===== src/rtl/uart_arb_pkg.sv =====
// Shared definitions for the UART transmit arbiter.
//   arb_state_e : arbiter FSM encoding (IDLE=0, LAUNCH=1, WAIT_DONE=2, ACK=3)
//   DefDataW    : default byte width per requester
//   WdogW       : width of the optional transmit watchdog counter
package uart_arb_pkg;

  typedef enum logic [1:0] {
    StIdle     = 2'd0,
    StLaunch   = 2'd1,
    StWaitDone = 2'd2,
    StAck      = 2'd3
  } arb_state_e;

  localparam int unsigned DefDataW = 8;
  localparam int unsigned WdogW    = 17;

endpackage


===== src/rtl/rr_picker.sv =====
// Combinational round-robin picker.
// Searches i_req starting at index i_ptr and wrapping modulo NUM_REQ; reports the first
// set bit. Reusable for any request/grant scheduler (TX arbiter, future RX dispatcher).
// Ports:
//   i_req    [NUM_REQ] : request vector
//   i_ptr    [PTR_W]   : highest-priority index for this search
//   o_winner [PTR_W]   : index of the selected requester (0 when none)
//   o_valid            : at least one request is set
module rr_picker #(
  parameter int unsigned NUM_REQ = 2,
  parameter int unsigned PTR_W   = (NUM_REQ > 1) ? $clog2(NUM_REQ) : 1
) (
  input  logic [NUM_REQ-1:0] i_req,
  input  logic [PTR_W-1:0]   i_ptr,
  output logic [PTR_W-1:0]   o_winner,
  output logic               o_valid
);

  always_comb begin
    int idx;
    idx      = 0;
    o_winner = '0;
    o_valid  = 1'b0;
    for (int off = 0; off < int'(NUM_REQ); off++) begin
      idx = (int'(i_ptr) + off) % int'(NUM_REQ);
      if (!o_valid && i_req[PTR_W'(idx)]) begin
        o_valid  = 1'b1;
        o_winner = PTR_W'(idx);
      end
    end
  end

endmodule


===== src/rtl/uart_tx_arbiter.sv =====
// Round-robin arbiter sharing one UART transmitter between several byte producers.
// The grant is held for a whole frame, from the start pulse until the UART reports done.
// Optional feature macro: TX_TIMEOUT_EN adds a watchdog that aborts a frame (ack + err)
// after TIMEOUT_CYCLES without i_tx_done. Without it o_err is constant 0.
// Ports:
//   i_clk, i_reset           : clock, synchronous active-high reset
//   i_req      [NUM_REQ]     : per-requester level request, held with data until ack
//   i_req_data [NUM_REQ*W]   : requester i byte at [i*DATA_W +: DATA_W]
//   o_gnt      [NUM_REQ]     : one-hot grant, LAUNCH through WAIT_DONE
//   o_ack      [NUM_REQ]     : one-cycle pulse to the winner when its byte finished
//   o_err                    : one-cycle pulse with ack on watchdog abort
//   o_tx_en, o_tx_data       : start pulse and byte to the UART
//   i_tx_done                : UART frame-complete pulse
//   o_busy                   : high whenever not idle
module uart_tx_arbiter
  import uart_arb_pkg::*;
#(
  parameter int unsigned NUM_REQ        = 2,
  parameter int unsigned DATA_W         = DefDataW,
  parameter int unsigned TIMEOUT_CYCLES = 65535
) (
  input  logic                      i_clk,
  input  logic                      i_reset,
  input  logic [NUM_REQ-1:0]        i_req,
  input  logic [NUM_REQ*DATA_W-1:0] i_req_data,
  output logic [NUM_REQ-1:0]        o_gnt,
  output logic [NUM_REQ-1:0]        o_ack,
  output logic                      o_err,
  output logic                      o_tx_en,
  output logic [DATA_W-1:0]         o_tx_data,
  input  logic                      i_tx_done,
  output logic                      o_busy
);

  localparam int unsigned PtrW = (NUM_REQ > 1) ? $clog2(NUM_REQ) : 1;

  arb_state_e          r_state, w_state_d;
  logic [PtrW-1:0]     r_winner, w_winner_d;
  logic [PtrW-1:0]     r_rr_ptr, w_rr_ptr_d;
  logic [PtrW-1:0]     w_pick;
  logic                w_pick_valid;
  logic [DATA_W-1:0]   r_tx_data, w_tx_data_d;
  logic [NUM_REQ-1:0]  r_gnt, w_gnt_d;
  logic [NUM_REQ-1:0]  r_ack, w_ack_d;
  logic                r_tx_en, w_tx_en_d;
  logic                r_busy, w_busy_d;
  logic                r_err, w_err_d;
  logic                w_wd_expire;

  rr_picker #(
    .NUM_REQ (NUM_REQ),
    .PTR_W   (PtrW)
  ) u_picker (
    .i_req    (i_req),
    .i_ptr    (r_rr_ptr),
    .o_winner (w_pick),
    .o_valid  (w_pick_valid)
  );

`ifdef TX_TIMEOUT_EN
  logic [WdogW-1:0] r_wd;

  always_ff @(posedge i_clk) begin
    if (i_reset || r_state == StLaunch) begin
      r_wd <= '0;
    end else if (r_state == StWaitDone) begin
      r_wd <= r_wd + WdogW'(1);
    end
  end

  // r_wd is 0 in the first WAIT_DONE cycle; firing at TIMEOUT_CYCLES-2 puts the ACK
  // cycle exactly TIMEOUT_CYCLES after LAUNCH.
  assign w_wd_expire = (r_state == StWaitDone) && (r_wd == WdogW'(TIMEOUT_CYCLES - 2));
`else
  logic w_unused_timeout;
  assign w_unused_timeout = ^TIMEOUT_CYCLES;
  assign w_wd_expire      = 1'b0;
`endif

  always_comb begin
    w_state_d   = r_state;
    w_winner_d  = r_winner;
    w_rr_ptr_d  = r_rr_ptr;
    w_tx_data_d = r_tx_data;
    w_err_d     = 1'b0;
    unique case (r_state)
      StIdle: begin
        if (w_pick_valid) begin
          w_state_d   = StLaunch;
          w_winner_d  = w_pick;
          w_tx_data_d = i_req_data[w_pick*DATA_W +: DATA_W];
        end
      end
      StLaunch: w_state_d = StWaitDone;
      StWaitDone: begin
        if (i_tx_done) begin
          w_state_d = StAck;
        end else if (w_wd_expire) begin
          w_state_d = StAck;
          w_err_d   = 1'b1;
        end
      end
      StAck: begin
        w_state_d  = StIdle;
        w_rr_ptr_d = (r_winner == PtrW'(NUM_REQ - 1)) ? '0 : r_winner + PtrW'(1);
      end
      default: w_state_d = StIdle;
    endcase

    // Outputs are decoded from the next state so they come straight out of flops.
    w_tx_en_d = (w_state_d == StLaunch);
    w_busy_d  = (w_state_d != StIdle);
    for (int i = 0; i < int'(NUM_REQ); i++) begin
      w_gnt_d[i] = ((w_state_d == StLaunch) || (w_state_d == StWaitDone)) &&
                   (w_winner_d == PtrW'(i));
      w_ack_d[i] = (w_state_d == StAck) && (w_winner_d == PtrW'(i));
    end
  end

  always_ff @(posedge i_clk) begin
    if (i_reset) begin
      r_state   <= StIdle;
      r_winner  <= '0;
      r_rr_ptr  <= '0;
      r_tx_data <= '0;
      r_gnt     <= '0;
      r_ack     <= '0;
      r_tx_en   <= 1'b0;
      r_busy    <= 1'b0;
      r_err     <= 1'b0;
    end else begin
      r_state   <= w_state_d;
      r_winner  <= w_winner_d;
      r_rr_ptr  <= w_rr_ptr_d;
      r_tx_data <= w_tx_data_d;
      r_gnt     <= w_gnt_d;
      r_ack     <= w_ack_d;
      r_tx_en   <= w_tx_en_d;
      r_busy    <= w_busy_d;
      r_err     <= w_err_d;
    end
  end

  assign o_gnt     = r_gnt;
  assign o_ack     = r_ack;
  assign o_err     = r_err;
  assign o_tx_en   = r_tx_en;
  assign o_tx_data = r_tx_data;
  assign o_busy    = r_busy;

endmodule


===== config.mk =====
export PLATFORM = sky130hd
export DESIGN_NAME = uart_tx_arbiter
export DESIGN_NICKNAME = d
export VERILOG_FILES = /design/src/rtl/uart_arb_pkg.sv /design/src/rtl/rr_picker.sv /design/src/rtl/uart_tx_arbiter.sv
export SDC_FILE = /design/constraint.sdc
export NUM_CORES = 1
export LEC_CHECK = 0
export CAP_MARGIN = 25
export CORE_MARGIN = 3
export CORE_UTILIZATION = 44
export DETAILED_ROUTE_END_ITERATION = 8
export HOLD_SLACK_MARGIN = 0.08
export MAX_ROUTING_LAYER = met4
export PLACE_DENSITY = 0.9
export SYNTH_ARGS = -nofsm -noshare
export SYNTH_HDL_FRONTEND = slang
export SYNTH_SLANG_ARGS = --single-unit

===== constraint.sdc =====
create_clock -name i_clk -period 3.1 [get_ports i_clk]
set_input_delay 0.465 -clock i_clk [delete_from_list [all_inputs] [get_ports i_clk]]
set_output_delay 0.465 -clock i_clk [all_outputs]
set_load 0.05 [all_outputs]

### Word level (Yosys, flattened, before mapping)

Cells that the tools add are included.

| word-level totals | value |
|---|---|
| bits in registers | 18 |
| input port bits | 21 |
| output and inout bits | 15 |
| logic and storage cells | 44 |

| cells by class | value |
|---|---|
| add/subtract/negate cells | 2 |
| order comparisons | 2 |
| equality and inequality tests | 6 |
| shift operators | 1 |
| multiplexer cells | 14 |
| bitwise operators | 1 |
| reductions and logical operators | 10 |

Operators by type and width:

| operator | count |
|---|---|
| $shiftx 16x5->8 | 1 |
| $mux 1 | 11 |
| $eq 2x2->1 const B | 4 |
| $pmux 2 s4 | 1 |
| $lt 1x3->1 const B | 2 |
| $logic_and 1x1->1 | 5 |
| $eq 2x1->1 const B | 2 |
| $mux 2 | 2 |
| $add 1x1->1 const B | 2 |
| $logic_not 2->1 | 1 |
| $reduce_and 2->1 | 1 |
| $reduce_bool 2->1 | 1 |
| $logic_not 1->1 | 1 |
| $logic_or 1x1->1 | 1 |
| $not 1->1 | 1 |

### Logic depth before layout (Yosys ltp)

| depth | value |
|---|---|
| depth after elaboration | 12 |
| mapped depth | 7 |
| gate-level depth less buffers | 7 |

### By module

From an unflattened synthesis, not the netlist that was laid out.

| unflattened totals | value |
|---|---|
| cell total of the unflattened synthesis | 81 |
| area, all modules | 873.3 sq um |

By module, submodules not included:

| module | times used | cells each | area each (sq um) | sequential area each (sq um) |
|---|---|---|---|---|
| uart_tx_arbiter | 1 | 79 | 859.6 | 360.3 |
| rr_picker | 1 | 2 | 13.8 | 0.0 |

### Worst setup path after synthesis

Ideal clock, no wire load.

| timing path | value |
|---|---|
| path type | reg2reg |
| from | register r_state[0] |
| to | register r_gnt[0], in the netlist o_gnt[0] |
| setup time | 0.117 ns |
| data arrival time | 1.516 ns |
| data required time | 2.983 ns |
| slack | 1.467 ns |
| stages on the path, launching flop included | 7 |
| buffers on the path | 0 |
| period minus slack after synthesis | 1.633 ns |
| path through | dfxtp_1 -> inv_1 -> ha_1 -> mux2i_2 -> a21oi_1 -> ha_1 -> and4b_1 |

| on the way | value |
|---|---|
| longest elaborated chain between the ends | 5 |
| elaborated cells between the ends (all ways) | 13 |
| classes of those cells | eq/ne (5); mux (4); bitwise (1); reduce/logical (3) |

RTL lines:

| element | line | text |
|---|---|---|
| start, declared | uart_tx_arbiter.sv:37 | `arb_state_e r_state, w_state_d;` |
| start signal, assigned | uart_tx_arbiter.sv:122 | `r_state <= StIdle;` |
| start signal, assigned | uart_tx_arbiter.sv:132 | `r_state <= w_state_d;` |
| $eq 2x2->1 (tied with other cells) | uart_tx_arbiter.sv:86 | `unique case (r_state)` |
| $pmux 2 s4 | uart_tx_arbiter.sv:86 |  |
| $eq 2x1->1 or $eq 2x2->1 (tied branches) | uart_tx_arbiter.sv:114 | `w_gnt_d[i] = ((w_state_d == StLaunch) \|\| (w_state_d == StWaitDone)) &&` |
| $logic_or 1x1->1 | uart_tx_arbiter.sv:114 |  |
| $logic_and 1x1->1 (*) | uart_tx_arbiter.sv:114 |  |
| end signal, assigned | uart_tx_arbiter.sv:136 | `r_gnt <= w_gnt_d;` |
| end, declared | uart_tx_arbiter.sv:43 | `logic [NUM_REQ-1:0] r_gnt, w_gnt_d;` |

Every way passes the cells marked *; elsewhere a longest branch is shown, timed or not.
A chain may end at the register's enable or synchronous reset.

### Worst setup path after layout

| timing path | value |
|---|---|
| from | input port i_req[0] |
| to | register r_gnt[0], in the netlist o_gnt[0] |

| on the way | value |
|---|---|
| longest elaborated chain between the ends | 11 |
| elaborated cells between the ends (all ways) | 19 |
| classes of those cells | eq/ne (2); mux (12); bitwise (1); reduce/logical (4) |

RTL lines:

| element | line | text |
|---|---|---|
| start, declared | uart_tx_arbiter.sv:24 | `input logic [NUM_REQ-1:0] i_req,` |
| $mux 1 (implied by the code) (2 in a row) | rr_picker.sv:26 | `if (!o_valid && i_req[PTR_W'(idx)]) begin` |
| $mux 1 | rr_picker.sv:26 |  |
| $logic_not 1->1 | rr_picker.sv:26 |  |
| $logic_and 1x1->1 | rr_picker.sv:26 |  |
| $mux 1 | rr_picker.sv:26 |  |
| $mux 2 | uart_tx_arbiter.sv:88 | `if (w_pick_valid) begin` |
| $pmux 2 s4 | uart_tx_arbiter.sv:86 |  |
| $eq 2x1->1 or $eq 2x2->1 (tied branches) | uart_tx_arbiter.sv:114 |  |
| $logic_or 1x1->1 | uart_tx_arbiter.sv:114 |  |
| $logic_and 1x1->1 (*) | uart_tx_arbiter.sv:114 |  |

Every way passes the cells marked *; elsewhere a longest branch is shown, timed or not. The select of a mux whose other input is x is not followed.

==> out/summary.txt <==
Outcome: complete, no violations
CTS Buf Count: 3
Clock skew: 0.005799 ns
Final hold violation count: 0
Top-Level Pins: 36
Power Density: 966.6 mW/mm^2
Fmax: 507.1 MHz
Reg power frac: 30.4%
Number of remaining DRC errors: 0
Chip Height: 50.10 microns
Period utilisation layout: 63.61%
RSZ-0062 raised after global routing: no
NetSw: 0.5342 mW
CP Cell Sequence: clkdlybuf4s50_1, mux2i_2, a21oi_1, ha_1, and4b_1
Post-CTS setup buffers: 0
Antenna violations before repair: 0
Hold slack: 0.4675 ns
Die width: 50.10 microns
# hold bufs at CTS: 0
Starting Density: 48.00%
Routed len/inst: 13.64 microns
H-tree Lvls: 1
Setup ws final: 1.128 ns
GRT overflow: 0
Total power: 1.138 mW
Area contributors post-synth: dfxtp_1 (42%), mux2i_1 (9.4%), a211oi_1 (8.8%)
Placer Congestion: 0.7286
CTS tree: done
Synth top area share: 42.11%
CP max FO: 12
Share of cells above drive strength 1: 9.259%
Hold WC Path Type: flop to flop
Pre-Repair DR Iteration Count: 4
Clock Pin Slew Worst Setup and Hold Paths: 0.10 ns
Worst-Margin Slew: 0.7055 ns
Max-slew violation count: 0
Vias: 699
Int Power: 0.6038 mW
CP max stage cell: clkdlybuf4s50_1
Syn Std Cell Area: 855.8 sq um
Largest area contributor in the netlist: dfxtp_1
Syn Inst Count: 79
Final Instance Area: 0.001177 sq mm
Post-cts resize count: 0
Layout area overhead: 37.57%
# Max-Cap Violations: 0
Synth cell types: 20
WP data required: 3.29 ns
Maximum number of pins on one net before global-route repair: 19
Setup WS pre-CTS: 0.8466 ns
Most frequent cells in the layout: clkdlybuf4s50_1 (33), dfxtp_1 (18), a21oi_1 (10), a211oi_1 (10), mux2i_1 (8)
NumNets Final: 137
Syn Nets: 106
Routed Antenna Nets: 0
Ant diodes: 0
CP Launch Type: input port
Fin Setup TNS: 0 ns
GRT Overall Usage: 16.57%
Crit end category: flop
Pleak: 0.4277 nW
Die Footprint: 0.002510 sq mm
Vias in the first global route: 676
Worst-skew pair later-pin latency: 0.29 ns
Root Driver: clkbuf_4
Core ar.: 0.001783 sq mm
Leading cell type in the layout, fill and taps excluded: clkdlybuf4s50_1
Ys Warns: 0
Clock Sinks: 18
Drt total wl: 1814 microns
Longest Clk Path Bufs: 2
Critical Path AT: 2.16 ns
Vias per std cell: 5.256
Avg Cell Area, Syn: 10.83 sq um
FF+latch count, synth: 18
Post-synthesis sequential area ratio: 42.11%
Minimum clock period: 1.972 ns
Rows: 15
First-pass GRT wire length: 3008 microns
Switching Share: 46.94%
Clock power frac: 10.0%
WS Path Type: input port to flop
Post-DP Area: 0.001155 sq mm
Slew HR: 52.82%
Combinational Power Share: 59.6%
Maximum VDD drop: 0.0004462 V
# port buffers: 33
# setup viols final: 0
Max incr delay on CP: 0.76 ns
Iter 0 DRT Violations: 2
Dpl hpwl: 1371 microns
## critical path: cells and delay by family
family                   cells  cell delay [ns]
AO/OA/AOI/OAI                1             0.27
adder cells (fa/ha/maj)      1             0.29
buffers and inverters        1             0.76
multiplexers                 1             0.17
AND/OR/NAND/NOR              1             0.20
## stage by stage
step | cells | utilization (%)
floorplan | 79 | -
global placement | 130 | 64.77
detailed placement | 130 | 64.77
CTS | 133 | 66.04
global route | 133 | 66.04
finish | 133 | 66.04
## final timing paths
kind / start / end / depth (start not counted) / slack, ns
min: r_winner / r_rr_ptr / 1 / 0.47
max reg2reg: r_state[0] / o_gnt[1] / 7 / 1.28
max: i_req[0] / o_gnt[0] / 5 / 1.13
min reg2reg: r_winner / r_rr_ptr / 1 / 0.47
## state kept, by name, indices dropped and copies added (netlist names)
signal and count:
r_state 2, o_tx_en 1, o_busy 1, o_gnt 2, o_ack 2, r_rr_ptr 1
o_tx_data 8, r_winner 1
## cell usage after synthesis
| master | instances |
|---|---|
| a211oi_1 | 10 |
| a211oi_2 | 2 |
| a21bo_4 | 1 |
| a21oi_1 | 10 |
| a311oi_2 | 1 |
| and2_2 | 1 |
| and4b_1 | 2 |
| buf_2 | 2 |
| buf_4 | 1 |
| buf_6 | 4 |
| conb_1 | 1 |
| dfxtp_1 | 18 |
| ha_1 | 6 |
| inv_1 | 5 |
| mux2i_1 | 8 |
| mux2i_2 | 1 |
| nand3_2 | 1 |
| nor2_1 | 3 |
| nor2b_1 | 1 |
| nor3_1 | 1 |
## power by group through the flow
| stage | clock, mW | sequential (mW) | combinational (mW) |
|---|---|---|---|
| floorplan | 0 | 0.525 | 0.350 |
| CTS | 0.117 | 0.346 | 0.681 |
| finish | 0.114 | 0.346 | 0.679 |
| global route | 0.125 | 0.356 | 0.738 |
| detailed placement | 0 | 0.351 | 0.679 |
| global placement | 0 | 0.347 | 0.662 |
## layer usage
| metal | GRT usage, % | up-vias | routed length (microns) |
|---|---|---|---|
| met3 | 0.9063 | 4 | 44 |
| li1 | - | 338 | - |
| met2 | 26.30 | 18 | 956 |
| met1 | 19.52 | 339 | 755 |
| met5 | - | - | 0 |
| met4 | 12.44 | 0 | 57 |
## area by class of cell
type,count,area (sq um)
timing repair buffer,33,330.3
fill,155,605.6
inverter,5,18.77
clock buffer,3,22.52
multi-input combinational,49,414.1
tap,25,31.28
sequential,18,360.3
## logic make-up (layout without fill, tap and decap cells)
group / Yosys count / in the layout / synth area share, %
AO/OA/AOI/OAI: 24 / 24 / 21.20
adder cells (fa/ha/maj): 6 / 6 / 8.772
buffers and inverters: 12 / 41 / 9.503
flip-flops: 18 / 18 / 42.11
multiplexers: 9 / 9 / 10.96
other: 1 / 1 / 0.4382
AND/OR/NAND/NOR: 9 / 9 / 7.018
Note: power is estimated with default switching activity, not from simulation.
